## src/rtl/score_pkg.sv

```systemverilog
// ---------------------------------------------------------------------------
// score_pkg
// Shared definitions for the rhythm-game scoring engine:
//   - judgement grade encoding carried on hit_grade (2 bits per lane)
//   - game-session FSM state encoding
//   - base_points(): base points awarded for a grade
//   - tier_mult(): tiered combo multiplier for a post-increment combo value
// ---------------------------------------------------------------------------
package score_pkg;

   localparam logic [1:0] GRADE_MISS       = 2'b00;
   localparam logic [1:0] GRADE_GOOD_EARLY = 2'b01;
   localparam logic [1:0] GRADE_GOOD_LATE  = 2'b10;
   localparam logic [1:0] GRADE_PERFECT    = 2'b11;

   typedef enum logic [1:0] {
      ST_IDLE  = 2'd0,
      ST_PLAY  = 2'd1,
      ST_DRAIN = 2'd2,
      ST_DONE  = 2'd3
   } state_t;

   // Both GOOD grades score the same; MISS scores nothing.
   function automatic int unsigned base_points(input logic [1:0] grade,
                                               input int unsigned pts_good,
                                               input int unsigned pts_perfect);
      int unsigned pts;
      case (grade)
         GRADE_PERFECT:                    pts = pts_perfect;
         GRADE_GOOD_EARLY, GRADE_GOOD_LATE: pts = pts_good;
         default:                          pts = 0;
      endcase
      return pts;
   endfunction

   // The first tier (combo 1..2^tier_shift) already earns x2; every further
   // block of 2^tier_shift hits adds one more step, up to max_mult.
   function automatic logic [4:0] tier_mult(input int unsigned combo,
                                            input int unsigned tier_shift,
                                            input int unsigned max_mult);
      int unsigned m;
      if (combo == 0) m = 1;
      else            m = 2 + ((combo - 1) >> tier_shift);
      if (m > max_mult) m = max_mult;
      return m[4:0];
   endfunction

endpackage

```

## src/rtl/score_combo_chain.sv

```systemverilog
// ---------------------------------------------------------------------------
// score_combo_chain
// Purely combinational per-lane judgement chain. Lanes are walked 0..LANES-1
// and each lane sees the combo as left by the lane before it.
// Ports:
//   combo_in   current registered combo
//   mult_in    current registered multiplier (kept if no non-miss lane)
//   hit_valid  per-lane strobe (already gated by the session state)
//   hit_grade  per-lane grade, lane i at [2i+1:2i]
//   combo_out  combo after the last lane
//   max_out    largest combo seen anywhere in the chain (incl. combo_in)
//   mult_out   multiplier of the last non-miss lane
//   add_sum    sum of all lane adds (base points * multiplier)
//   miss_cnt   number of valid MISS lanes
// ---------------------------------------------------------------------------
module score_combo_chain
   import score_pkg::*;
#(
   parameter int LANES       = 4,
   parameter int COMBO_W     = 8,
   parameter int SUM_W       = 23,
   parameter int TIER_SHIFT  = 4,
   parameter int MAX_MULT    = 17,
   parameter int PTS_GOOD    = 32,
   parameter int PTS_PERFECT = 256,
   parameter int MISS_W      = $clog2(LANES + 1)
) (
   input  logic [COMBO_W-1:0] combo_in,
   input  logic [4:0]         mult_in,
   input  logic [LANES-1:0]   hit_valid,
   input  logic [2*LANES-1:0] hit_grade,
   output logic [COMBO_W-1:0] combo_out,
   output logic [COMBO_W-1:0] max_out,
   output logic [4:0]         mult_out,
   output logic [SUM_W-1:0]   add_sum,
   output logic [MISS_W-1:0]  miss_cnt
);

   localparam logic [COMBO_W-1:0] COMBO_MAX = '1;

   logic [COMBO_W-1:0] c;
   logic [1:0]         g;

   // Walk the lanes in order, carrying the combo from lane to lane. The
   // running max is tracked per lane because a MISS later in the same cycle
   // can wipe out a combo peak that must still reach max_combo.
   always_comb begin
      c        = combo_in;
      g        = GRADE_MISS;
      max_out  = combo_in;
      mult_out = mult_in;
      add_sum  = '0;
      miss_cnt = '0;
      for (int i = 0; i < LANES; i++) begin
         g = hit_grade[2*i +: 2];
         if (hit_valid[i]) begin
            if (g == GRADE_MISS) begin
               c        = '0;
               miss_cnt = miss_cnt + MISS_W'(1);
            end else begin
               if (c != COMBO_MAX) c = c + COMBO_W'(1);
               mult_out = tier_mult(32'(c), TIER_SHIFT, MAX_MULT);
               add_sum  = add_sum + SUM_W'(base_points(g, PTS_GOOD, PTS_PERFECT) * 32'(mult_out));
            end
            if (c > max_out) max_out = c;
         end
      end
      combo_out = c;
   end

endmodule

```

## src/rtl/score_engine.sv

```systemverilog
// ---------------------------------------------------------------------------
// score_engine
// Multi-lane scoring engine: session FSM, two-stage pipeline and saturating
// score accumulator. Stage 1 registers combo/max_combo/multiplier and the
// summed lane adds; stage 2 folds that sum into the score.
// Ports:
//   clk, reset   clock and synchronous active-high reset
//   start, stop  session control pulses (start wins when both are set)
//   hit_valid    per-lane judgement strobe
//   hit_grade    per-lane grade, lane i at [2i+1:2i]
//   score        accumulated score, saturates at 2^SCORE_W-1
//   combo        current combo; max_combo highest combo this session
//   multiplier   multiplier applied to the most recent non-miss hit
//   score_sat    sticky flag: score clamped this session
//   playing      session in PLAY; done session finished and drained
// Build option: define SCORE_MISS_PENALTY_EN to make every MISS lane cost
// PTS_GOOD points in stage 2 (score floored at 0).
// ---------------------------------------------------------------------------
module score_engine
   import score_pkg::*;
#(
   parameter int LANES       = 4,
   parameter int SCORE_W     = 16,
   parameter int COMBO_W     = 8,
   parameter int TIER_SHIFT  = 4,
   parameter int MAX_MULT    = 17,
   parameter int PTS_GOOD    = 32,
   parameter int PTS_PERFECT = 256
) (
   input  logic                 clk,
   input  logic                 reset,
   input  logic                 start,
   input  logic                 stop,
   input  logic [LANES-1:0]     hit_valid,
   input  logic [2*LANES-1:0]   hit_grade,
   output logic [SCORE_W-1:0]   score,
   output logic [COMBO_W-1:0]   combo,
   output logic [COMBO_W-1:0]   max_combo,
   output logic [4:0]           multiplier,
   output logic                 score_sat,
   output logic                 playing,
   output logic                 done
);

   localparam int SUM_W  = SCORE_W + $clog2(LANES) + 5;
   localparam int MISS_W = $clog2(LANES + 1);
   localparam logic [SUM_W:0] SCORE_MAX = {1'b0, {(SUM_W-SCORE_W){1'b0}}, {SCORE_W{1'b1}}};

`ifdef SCORE_MISS_PENALTY_EN
   localparam int PEN_PTS = PTS_GOOD;
`else
   localparam int PEN_PTS = 0;
`endif

   state_t state, next_state;

   logic               accept;
   logic [COMBO_W-1:0] chain_combo, chain_max;
   logic [4:0]         chain_mult;
   logic [SUM_W-1:0]   chain_sum;
   logic [MISS_W-1:0]  chain_miss;

   logic               s1_valid;
   logic [SUM_W-1:0]   s1_sum;
   logic [MISS_W-1:0]  s1_miss;

   logic [SUM_W:0]     total_raw, penalty, total_net;
   logic               clamp_hi;
   logic [SCORE_W-1:0] next_score;

   // Hits only count while playing, and not in a cycle where start or stop
   // is being taken: start throws the session away, stop closes it.
   assign accept  = (state == ST_PLAY) && !start && !stop;
   assign playing = (state == ST_PLAY);
   assign done    = (state == ST_DONE);

   score_combo_chain #(
      .LANES      (LANES),
      .COMBO_W    (COMBO_W),
      .SUM_W      (SUM_W),
      .TIER_SHIFT (TIER_SHIFT),
      .MAX_MULT   (MAX_MULT),
      .PTS_GOOD   (PTS_GOOD),
      .PTS_PERFECT(PTS_PERFECT),
      .MISS_W     (MISS_W)
   ) u_chain (
      .combo_in (combo),
      .mult_in  (multiplier),
      .hit_valid(hit_valid & {LANES{accept}}),
      .hit_grade(hit_grade),
      .combo_out(chain_combo),
      .max_out  (chain_max),
      .mult_out (chain_mult),
      .add_sum  (chain_sum),
      .miss_cnt (chain_miss)
   );

   // Session FSM. DRAIN waits only for the stage-1 slot to empty, because
   // stage 2 lands on the same edge that retires stage 1.
   always_comb begin
      next_state = state;
      case (state)
         ST_IDLE:  if (start) next_state = ST_PLAY;
         ST_PLAY:  if (start) next_state = ST_PLAY;
                   else if (stop) next_state = ST_DRAIN;
         ST_DRAIN: if (start) next_state = ST_PLAY;
                   else if (!s1_valid) next_state = ST_DONE;
         ST_DONE:  if (start) next_state = ST_PLAY;
         default:  next_state = ST_IDLE;
      endcase
   end

   // Stage-2 arithmetic: add the stage-1 sum, take away any miss penalty
   // (never below zero), then clamp at the top of the score range.
   always_comb begin
      total_raw  = (SUM_W+1)'(score) + (SUM_W+1)'(s1_sum);
      penalty    = (SUM_W+1)'(s1_miss) * (SUM_W+1)'(PEN_PTS);
      total_net  = (penalty > total_raw) ? '0 : (total_raw - penalty);
      clamp_hi   = (total_net > SCORE_MAX);
      next_score = clamp_hi ? '1 : total_net[SCORE_W-1:0];
   end

   // State register plus both pipeline stages. start clears the session and
   // drops whatever is still in stage 1, so no stale add can land afterwards.
   always_ff @(posedge clk) begin
      if (reset) begin
         state      <= ST_IDLE;
         combo      <= '0;
         max_combo  <= '0;
         multiplier <= 5'd1;
         score      <= '0;
         score_sat  <= 1'b0;
         s1_valid   <= 1'b0;
         s1_sum     <= '0;
         s1_miss    <= '0;
      end else begin
         state <= next_state;
         if (start) begin
            combo      <= '0;
            max_combo  <= '0;
            multiplier <= 5'd1;
            score      <= '0;
            score_sat  <= 1'b0;
            s1_valid   <= 1'b0;
            s1_sum     <= '0;
            s1_miss    <= '0;
         end else begin
            s1_valid <= accept;
            if (accept) begin
               combo      <= chain_combo;
               max_combo  <= (chain_max > max_combo) ? chain_max : max_combo;
               multiplier <= chain_mult;
               s1_sum     <= chain_sum;
               s1_miss    <= chain_miss;
            end
            if (s1_valid) begin
               score <= next_score;
               if (clamp_hi) score_sat <= 1'b1;
            end
         end
      end
   end

endmodule

```

## config.mk

```make
export PLATFORM = sky130hd
export DESIGN_NAME = score_engine
export DESIGN_NICKNAME = d
export VERILOG_FILES = /design/src/rtl/score_pkg.sv /design/src/rtl/score_combo_chain.sv /design/src/rtl/score_engine.sv
export SDC_FILE = /design/constraint.sdc
export NUM_CORES = 1
export LEC_CHECK = 0
export CORE_AREA = 2 2 144 146
export CTS_BUF_LIST = sky130_fd_sc_hd__clkbuf_8
export DETAILED_ROUTE_END_ITERATION = 8
export DIE_AREA = 0 0 146 148
export PLACE_DENSITY = 0.75
export SETUP_SLACK_MARGIN = 0.05
export SYNTH_ARGS = -nofsm -noshare
export SYNTH_HDL_FRONTEND = slang
export SYNTH_HIERARCHICAL = 1
export SYNTH_SLANG_ARGS = --single-unit
```

## constraint.sdc

```tcl
create_clock -name clk -period 38.1 [get_ports clk]
set_clock_uncertainty 0.15 [all_clocks]
set_input_delay 7.62 -clock clk [delete_from_list [all_inputs] [get_ports clk]]
set_output_delay 7.62 -clock clk [all_outputs]
set_load 0.01 [all_outputs]
```

Word-level counts from Yosys, hierarchy flattened
Index checks and enable logic that the tools add are counted.

Register bits after elaboration: 64. Logic and storage cells: 176. Output and inout bits: 40. Input port bits: 16.

$mul: 4. Muxes and demuxes: 92. Bitwise gates (word level): 1. Equality and inequality tests: 22. Reduce and logical (&&, ||, !) cells: 22. Magnitude comparators: 11. Add/sub/neg operators: 16.

Operators with widths (number): $mux W32 (20); $mux W8 (32); $mux W23 (8); $gt A32 B5 Y1 const B (4); $mul A32 B5 Y23 (4); $add A2 B28 Y29 const A (4); $mux W5 (20); $pmux W9 S2 (4); $add A23 B23 Y23 (3); $gt A8 B8 Y1 (5); $sub A8 B1 Y9 const B (4); $add A8 B1 Y8 const B (4); $logic_not A8 Y1 (4); $ne A8 B8 Y1 const B (4); $add A16 B23 Y24 (1); $gt A1 B24 Y1 const A (1); $gt A24 B16 Y1 const B (1); $mux W24 (1); $eq A2 B2 Y1 const B (10); $mux W16 (1); $reduce_or A2 Y1 (6); $eq A2 B1 Y1 const B (5); $logic_not A2 Y1 (5); $mux W2 (5); 8 further kinds (12).

Depth between registers and ports, before layout
Gate-level depths: netlist of the first run.

Depth after elaboration: 39. Mapped depth: 62. Depth with buffers taken out: 59.

Hierarchy
The synthesis of the first run kept the hierarchy.

Modules (own cells, without submodules): score_combo_chain (cells each 1052, area an instance 7385.8 um2, sequential area each 0.0 um2, instances 1); score_engine (cells each 478, area an instance 3737.3 um2, sequential area each 1281.2 um2, instances 1).

Worst setup path before layout of the first run
No wires, ideal clock.

Path type: input-to-reg. Start point: in start. End point: reg s1_sum[16]. Library setup time: 132 ps. Data required time: 37818 ps. Path buffers: 3. Cell stages on the path: 53. Setup slack: 19536 ps. Data arrival time: 18281 ps. Path through: nor3_1 > clkbuf_1 > and2_1 > buf_4 > o21ai_1 > o21ai_0 > a22oi_1 > inv_1 > ha_1 > nand2_1 > nor3_1 > nand3_1 > or4_1 > o221a_2 > inv_1 > ha_1 > o2111a_1 > o21ai_0 > [... 17 more ...] > fa_1 > xnor2_1 > o21ai_0 > ha_1 > ha_1 > fa_1 > ha_1 > a21oi_1 > o21bai_1 > a21oi_1 > o21bai_1 > a21oi_1 > inv_1 > a21oi_1 > nor3_1 > xnor2_1 > nand2_1 > a21oi_1.

Cells in the longest elaborated chain, start to end: 36. Elaborated cells between the ends (all ways): 70.

RTL lines: start: declaration (line score_engine.sv:32) `input logic start,`; $logic_not A1 Y1 * (line score_engine.sv:73) `assign accept = (state == ST_PLAY) && !start && !stop;`; $logic_and A1 B1 Y1 * (2 in a row) (line score_engine.sv:73); $and A4 B4 Y4 * (line score_engine.sv:89) `.hit_valid(hit_valid & {LANES{accept}}),`; $mux W8 (line score_combo_chain.sv:56) `if (hit_valid[i]) begin`; $add A8 B1 Y8 / $ne A8 B8 Y1 (equally long branches) (line score_combo_chain.sv:61) `if (c != COMBO_MAX) c = c + COMBO_W'(1);`; $mux W8 (line score_combo_chain.sv:61); $mux W8 (line score_combo_chain.sv:57) `if (g == GRADE_MISS) begin`; $mux W8 (line score_combo_chain.sv:56); [... 20 more ...]; $mux W5 (line score_pkg.sv:44) `if (m > max_mult) m = max_mult;`; $mux W5 (line score_combo_chain.sv:57); $mux W5 (line score_combo_chain.sv:56); $mul A32 B5 Y23 (line score_combo_chain.sv:63) `add_sum = add_sum + SUM_W'(base_points(g, PTS_GOOD, PTS_PERFECT) * 32'(mult_out));`; $add A23 B23 Y23 (line score_combo_chain.sv:63); $mux W23 (line score_combo_chain.sv:57); $mux W23 * (line score_combo_chain.sv:56); via chain_sum[16] (line score_engine.sv:60) `logic [SUM_W-1:0] chain_sum;`; end signal: assignment (line score_engine.sv:153) `s1_sum <= chain_sum;`; end: declaration (line score_engine.sv:64) `logic [SUM_W-1:0] s1_sum;`.

Mark *: on every way through the listed nets, which the timed path passes. The rest lies on a longest branch. The select of a mux whose other input is x is not followed. A chain may end at the register's enable or synchronous reset.

Worst setup path after layout of the first run
Ends and elaborated chain as after synthesis.

==> results of run 1 <==
## layer usage
metal | track usage | share of wire
met1 | 0.371 | 0.46
met2 | 0.449 | 0.47
met3 | 0.0336 | 0.055
met4 | 0.0762 | 0.019
met5 | 0 | 0
## worst max-delay path: cells and delay by family
| family | cells | cell delay, ps |
|---|---|---|
| fa+ha+maj | 11 | 3460 |
| buf+inv | 7 | 1390 |
| xor+xnor | 2 | 300 |
| compound gates | 17 | 3310 |
| simple gates | 16 | 4630 |
## final timing paths
check	from	depth (start not counted)	to	slack [ps]
max	start	53	s1_sum[16]	17410
min reg2reg	s1_sum[8]	2	s1_sum[8]	310
max reg2reg	state[1]	55	s1_sum[16]	24510
min	s1_sum[8]	2	s1_sum[8]	310
## power groups by stage
stage	sequential [uW]	combinational [uW]	clock, uW
detailed placement	69.9	45.1	0
floorplan	69.6	35.4	0
global route	68.5	51.7	77.7
finish	68.4	45.5	73.5
global placement	69.9	43.8	0
CTS	68.3	45.2	75.2
## through the flow
| stage | instance area, um2 | total power [uW] | hold slack (ps) | worst slack [ps] |
|---|---|---|---|---|
| after detailed placement | 11600 | 115 | 307 | 17240 |
| final | 11800 | 187 | 314 | 17410 |
| after floorplan | 11000 | 105 | 290 | 19540 |
| after CTS | 11800 | 189 | 317 | 17630 |
| after global routing | 11800 | 198 | 328 | 16180 |
| after global placement | 11600 | 114 | 302 | 17730 |
## flip-flops by register name (all words and copies together), names as in the netlist
signal / cells
combo: 8
max_combo: 8
multiplier: 5
s1_sum: 23
s1_valid: 1
score: 16
score_sat: 1
state: 2
## layout by cell type (no fill, tap or decap), types with 7 or more instances in the layout
master	count
a21oi_1	130
o21a_1	22
o211ai_1	11
xnor2_1	39
a211oi_1	15
ha_1	166
a31oi_1	30
o21bai_1	15
conb_1	10
dfxtp_1	64
nor2_1	111
and3_1	24
mux2i_1	29
nor4_1	19
nand3_1	36
o31ai_1	7
o21ai_0	77
xor2_1	17
nor2b_1	13
nor3_1	50
inv_1	98
nand4_1	22
clkdlybuf4s50_1	55
fa_1	10
a21o_1	27
or3_1	11
nand2_1	174
nand2b_1	10
clkbuf_8	9
and4_1	8
and2_1	42
mux2_2	16
## area by class of cell
type / count / area, um2
multi-input combinational: 1272 / 8970
fill: 1953 / 8240
sequential: 64 / 1280
timing repair buffer: 61 / 596
inverter: 99 / 372
tap: 270 / 338
clock buffer: 9 / 124
clock inverter: 7 / 120
==> summary.md, run 1 <==
| Metric | Value |
|---|---|
| Status | completed |
| Clock sinks | 64 |
| Clk pwr share | 0.392 |
| Remaining DRCs | 0 |
| Combinational share of power | 0.243 |
| Area of the core | between 20000 and 25000 um2 |
| Sw power | 58.2 uW |
| Final net count | approximately 1.7k |
| Minimum clock period | between 20000 and 25000 ps |
| Synth Warn # | 6 |
| Die height | around 150 um |
| Port Buf Inserts | between 50 and 60 |
| Internal power | between 100 and 150 uW |
| Post-cts sizing count | 0 |
| Ports | 56 |
| GRT overflow | 0 |
| Post-Route WL | about 29 mm |
| Pins Over Slew Limit | 0 |
| Area of the die | around 22000 um2 |
| Routed Antenna Nets | 0 |
| Clk Latency, worst-skew pair | around 380 ps |
| Critical path endpoint category | flop |
| CTS tree | yes |
| Worst Hold Class | reg2reg |
| Antenna Cells | 0 |
| Setup_tns | 0 ps |
| Hold Buf Count CTS | 0 |
| Clock root cell | clkbuf_8 |
| Fmax | 0.0483 GHz |
| Post-Layout Cell Count | approximately 1.8k |
| Number of buffers created by CTS | 9 |
| Fin util | 0.589 |
| Initial Utilization | 0.549 |
| Layout cells sized above 1 | 0.0549 |
| Syn Area/Cell | 7.28 um2 |
| Cells after Synth | around 1.5k |
| Number of detailed-route iterations in the first pass | 5 |
| Pin slew with the least headroom to its limit | 1150 ps |
| Vias per inst | 6.14 |
| Final cycle utilization of the critical path | 0.543 |
| Final Setup Violations | 0 |
| Area delta synth->final | 7.24% |
| Initial detailed-routing violation count | between 800 and 900 |
| CP startpoint kind | input port |
| Initial antenna violation count | 0 |
| Seq pwr share | 0.365 |
| Cell mode on critical path | ha_1 |
| Peak VDD IR | roughly 0.000022 V |
| GR Util All Layers | 0.271 |
| Inst Count DP | between 1.5k and 2k |
| Slew margin rel. | 0.228 |
| # rows | 52 |
| Crit-path max FO | 40 |
| Routability congestion estimate | just over 0.9 |
| Worst-case clock buffer depth | 2 |
| Chip Width | 146 um |
| Synthesized area | around 11000 um2 |
| DP HPWL | around 24 mm |
| Sw Share | 0.311 |
| Routed via count | around 11k |
| CTS HTree Levels | 3 |
| Crit Path Category | in2reg |
| Slowest Stage Delay on Critical Path | slightly below 700 ps |
| CP Data Arrival Time | a little over 20000 ps |
| Worst EP required | 38170 ps |
| Vias in the first global route | approximately 10k |
| First-pass GRT wire length | ~49 mm |
| Leak | ~0.0053 uW |
| RSZ-0062 raised after global routing | false |
| DR WL/cell | ~17 um |
| Setup Fix Bufs, Post-CTS | 0 |
| PD cells | roughly 16 nW/um2 |
| Largest net degree at the start of global routing | between 40 and 50 |
| Max Cap Viol | 0 |
| Fin. Hold Viols | 0 |
| Clock-pin transition on the worst setup and hold timing paths | about 70 ps |
| Slowest stage cell, crit path | nor4_4 |
Power figures use the tool's default switching activity.
==> run 2: changes to the inputs <==
==> constraint.sdc (replaced) <==
create_clock -name clk -period 19.4 [get_ports clk]
set_clock_uncertainty 0.15 [all_clocks]
set_input_delay 3.88 -clock clk [delete_from_list [all_inputs] [get_ports clk]]
set_output_delay 3.88 -clock clk [all_outputs]
set_load 0.01 [all_outputs]
==> run 2 against run 1 <==
  * Clock power grew 71%
  * Register-to-register slack lost 19000 ps
  * Global-route usage grew 0.27 points
  * Utilization shrank 0.17 points
  * Largest cell class unchanged
==> summary.md, run 2 (synthesis results as in run 1) <==
| Metric | Value |
|---|---|
| Chip Width | 146 um |
| Routed via count | about 11k |
| Worst Path Buf+Inv | 7 |
| Critical path endpoint category | flop |
| # rows | 52 |
| DP HPWL | between 20 and 25 mm |
| Final net count | about 1.7k |
| CTS tree | yes |
| CP Data Arrival Time | approximately 17000 ps |
| Area delta synth->final | 6.92% |
| Initial antenna violation count | 0 |
| Area of the core | approximately 20000 um2 |
| R2R Path Start | state[1] |
| Vias in the first global route | about 10k |
| R2R Setup Slk | around 5700 ps |
| CP startpoint kind | input port |
| First-pass GRT wire length | around 50 mm |
| Initial detailed-routing violation count | slightly above 900 |
| FF+latch area | ~1300 um2 |
| Remaining DRCs | 0 |
| Number of buffers created by CTS | 9 |
| Routability congestion estimate | 0.931 |
| Slowest Stage Delay on Critical Path | 690 ps |
| Setup Fix Bufs, Post-CTS | 0 |
| GRT overflow | 0 |
| Area of the die | 21600 um2 |
| Clk Latency, worst-skew pair | between 300 and 400 ps |
| Most common cell after layout, fill and taps aside | nand2_1 |
| Max Cap Viol | 0 |
| Leak | ~0.0053 uW |
| Largest net degree at the start of global routing | 44 |
| RSZ-0062 raised after global routing | false |
| Number of detailed-route iterations in the first pass | 5 |
| Slowest stage cell, crit path | nor4_4 |
| Clock sinks | 64 |
| Clock root cell | clkbuf_8 |
| Worst R2R End | s1_sum[16] |
| Pin slew with the least headroom to its limit | around 1100 ps |
| Most frequent cells in the layout | nand2_1, ha_1, a21oi_1, nor2_1, inv_1 |
| Hold Buf Count CTS | 0 |
| PD cells | roughly 30 nW/um2 |
| Vias per inst | 6.23 |
| Setup crit start | start |
| Worst EP required | about 20000 ps |
| Critical Path Stages | 53 |
| Final Setup Violations | 0 |
| Peak VDD IR | roughly 0.000032 V |
| Max reg flops | 23 |
| Post-cts sizing count | 0 |
| Status | completed |
| Antenna Cells | 0 |
| Fin. Hold Viols | 0 |
| Slew margin rel. | 0.234 |
| DR WL/cell | roughly 17 um |
| Crit path max-delay family | simple AND/OR/NAND/NOR gates |
| Largest Register | s1_sum |
| Minimum clock period | ~17000 ps |
| Crit Path Category | in2reg |
| Setup_tns | 0 ps |
| Regs by FF count | s1_sum: 23 flops, score: 16 flops |
| Pins Over Slew Limit | 0 |
| R2R depth | between 50 and 60 |
| Fmax | ~0.06 GHz |
| Post-Route WL | 29.6 mm |
| Worst setup endpoint | s1_sum[16] |
| CTS HTree Levels | 3 |
| Cell mode on critical path | ha_1 |
| Final cycle utilization of the critical path | 0.877 |
| Clock-pin transition on the worst setup and hold timing paths | 70 ps |
| Worst Hold Class | reg2reg |
| Power, Total | roughly 350 uW |
| Multi-input logic area | 8970 um2 |
| Worst-case clock buffer depth | 2 |
| Layout cells sized above 1 | 0.0549 |
| Crit-path max FO | 40 |
| Routed Antenna Nets | 0 |
| Port Buf Inserts | between 50 and 60 |
| GR Util All Layers | 0.273 |
| Ports | 56 |
| Initial Utilization | 0.549 |
| Die height | 148 um |
| FILL cells | between 1.5k and 2k |
## run 2: routing by layer
metal / global-route usage / up-vias / part of all wire
li1: - / 5491 / -
met1: 0.366 / 5207 / 0.46
met2: 0.464 / 337 / 0.47
met3: 0.0370 / 58 / 0.053
met4: 0.0738 / 0 / 0.020
met5: 0 / - / 0
## run 2: layout make-up
cell class | count | share of cell area
Clock buffer | 9 | 0.0105
Sequential cell | 64 | 0.109
Inverter | 99 | 0.0316
Multi-Input combinational cell | 1272 | 0.762
Clock inverter | 6 | 0.00723
Tap cell | 270 | 0.0287
Timing Repair Buffer | 61 | 0.0506
## run 2: power by group
part           switching (uW)  internal [uW]  total [uW]
sequential               1.61            133         134
clock                    55.2           71.1         126
combinational            54.3           35.3        89.6
total                     111            239         350
## run 2: per-stage QoR
| step | hold slack, ps | cell area [um2] | std cells | setup slack (ps) | utilization |
|---|---|---|---|---|---|
| 5_1_grt | 329 | 11800 | 1781 | 1240 | 0.587 |
| 2_1_floorplan | 290 | 11000 | 1521 | 4580 | - |
| 3_3_place_gp | 302 | 11600 | 1766 | 2770 | 0.577 |
| 4_1_cts | 316 | 11800 | 1781 | 2680 | 0.587 |
| 6_report | 314 | 11800 | 1781 | 2380 | 0.587 |
| 3_5_place_dp | 307 | 11600 | 1766 | 2320 | 0.577 |
## run 2: worst reg2reg max path, delay by kind of cell (launching register included)
kind,cells,cell delay (ps)
DFF,1,330
xor gates and xnor gates,2,330
AOI/OAI and AO/OA,17,3390
adders and majority gates,12,3670
buffers and inverters,8,1090
and+or+nand+nor,16,4610
## run 2: worst min-delay path by stage
stage | start | cells past startpoint | slack (ps) | to
2_1_floorplan | s1_sum[0] | 2 | 290 | s1_sum[0]
3_3_place_gp | s1_sum[4] | 2 | 300 | s1_sum[4]
3_5_place_dp | s1_sum[5] | 2 | 310 | s1_sum[5]
4_1_cts | s1_sum[5] | 2 | 320 | s1_sum[5]
5_1_grt | s1_sum[5] | 2 | 330 | s1_sum[5]
6_report | s1_sum[5] | 2 | 310 | s1_sum[5]
==> edit: new RTL, config.mk and constraints of run 1 <==
The option `SCORE_MISS_PENALTY_EN` is turned on by a define.
--- a/src/rtl/score_engine.sv
+++ b/src/rtl/score_engine.sv
@@ -16,6 +16,8 @@
 // Build option: define SCORE_MISS_PENALTY_EN to make every MISS lane cost
 // PTS_GOOD points in stage 2 (score floored at 0).
 // ---------------------------------------------------------------------------
+`define SCORE_MISS_PENALTY_EN
+
 module score_engine
    import score_pkg::*;
 #(
Check against the original RTL: not equivalent (a bounded check fails within 4 cycles, from zero or initial values and one cycle with reset high).
==> edit against run 1 <==
Routed wire length is 5.9% higher. Clock power is 8.7% lower. Synthesized area is 1.5% higher. Power is 1.6% lower. Setup slack better by 120 ps. Sequential cell count is 3 higher. Critical path depth is 1 lower. Cell area is 0.91% higher. Combinational power is 2% higher. Largest power group is now sequential cells.
==> edit: results <==
export IMPL_vias_per_cell=6.067
export IMPL_drive_above_1_share_pct=5.762
export IMPL_crit_slowest_cell="a211oi_1"
export IMPL_cts_max_level=3
export IMPL_met2WireLength_um=13670
export IMPL_slowest_delay_ps=620
export IMPL_status="finished clean"
export IMPL_leakagePower_nw=5.400
export IMPL_holdCritStartpoint="score_sat"
export IMPL_dr_wl_met3_um=1854
export IMPL_path_clk_slew_ps=90
export IMPL_grt_pass1_vias=10103
export IMPL_drtIter0Drc=1159
export IMPL_grt_max_degree=55
export IMPL_cp_max_fo=15
export IMPL_worstPathArrival_ps=20640
export IMPL_routed_wl_um=31150
export IMPL_num_nets_final=1756
export IMPL_gp_congestion=0.9778
export IMPL_grt_use_total_pct=28.42
export IMPL_wirelength_met1_um=15030
export IMPL_grt_pass1_wl_um=50750
export IMPL_hpwl_um=24450
export IMPL_worstMarginPinSlew_ps=1213
export IMPL_ir_worst_vdd_v=0.00001393
edit: kinds of logic after synthesis:
group / synth area share [%]
AND/OR/NAND/NOR: 25.98
flip-flops: 12.01
AO/OA/AOI/OAI: 25.58
adder cells (fa/ha/maj): 21.33
buffers and inverters: 7.573
multiplexers: 3.182
XOR/XNOR: 4.313
other: 0.03358
edit: metal layers:
layer | GRT usage, % | vias to the layer above
met4 | 7.136 | 0
met5 | 0 | -
met3 | 3.302 | 42
met2 | 45.47 | 366
li1 | - | 5560
met1 | 40.78 | 5146
edit: report_power, final:
part | leakage [nW] | switching [W] | internal (W)
clock | 0.102 | 0.0000357 | 0.0000314
combinational | 4.76 | 0.0000284 | 0.0000177
sequential | 0.540 | 0.000000636 | 0.0000705
edit: area by class of cell:
cell class	count	area (um2)
Multi-Input combinational cell	1312	9020
Inverter	103	386.6
Sequential cell	67	1341
Clock inverter	7	83.83
Clock buffer	9	123.9
Fill cell	1964	8128
Tap cell	270	337.8
Timing Repair Buffer	64	618.1
edit: path summary, 6_finish.rpt:
check                                   to  slack (ps)  cells past startpoint
worst max-delay path            s1_sum[16]       17530                     52
worst min-delay path             score_sat         310                      2
worst max register to register  s1_sum[16]       24610                     54
worst min register to register   score_sat         310                      2
edit: per-stage QoR:
stage	cell area (um2)	setup WS [ps]	instances	utilization, %	power (W)
4_1_cts	11910	17770	1832	59.44	0.0001849
5_1_grt	11910	16490	1832	59.44	0.0001938
3_5_place_dp	11700	17400	1816	58.40	0.0001182
3_3_place_gp	11700	17720	1816	58.40	0.0001169
6_report	11910	17530	1832	59.44	0.0001844
2_1_floorplan	11200	18700	1572	-	0.0001071
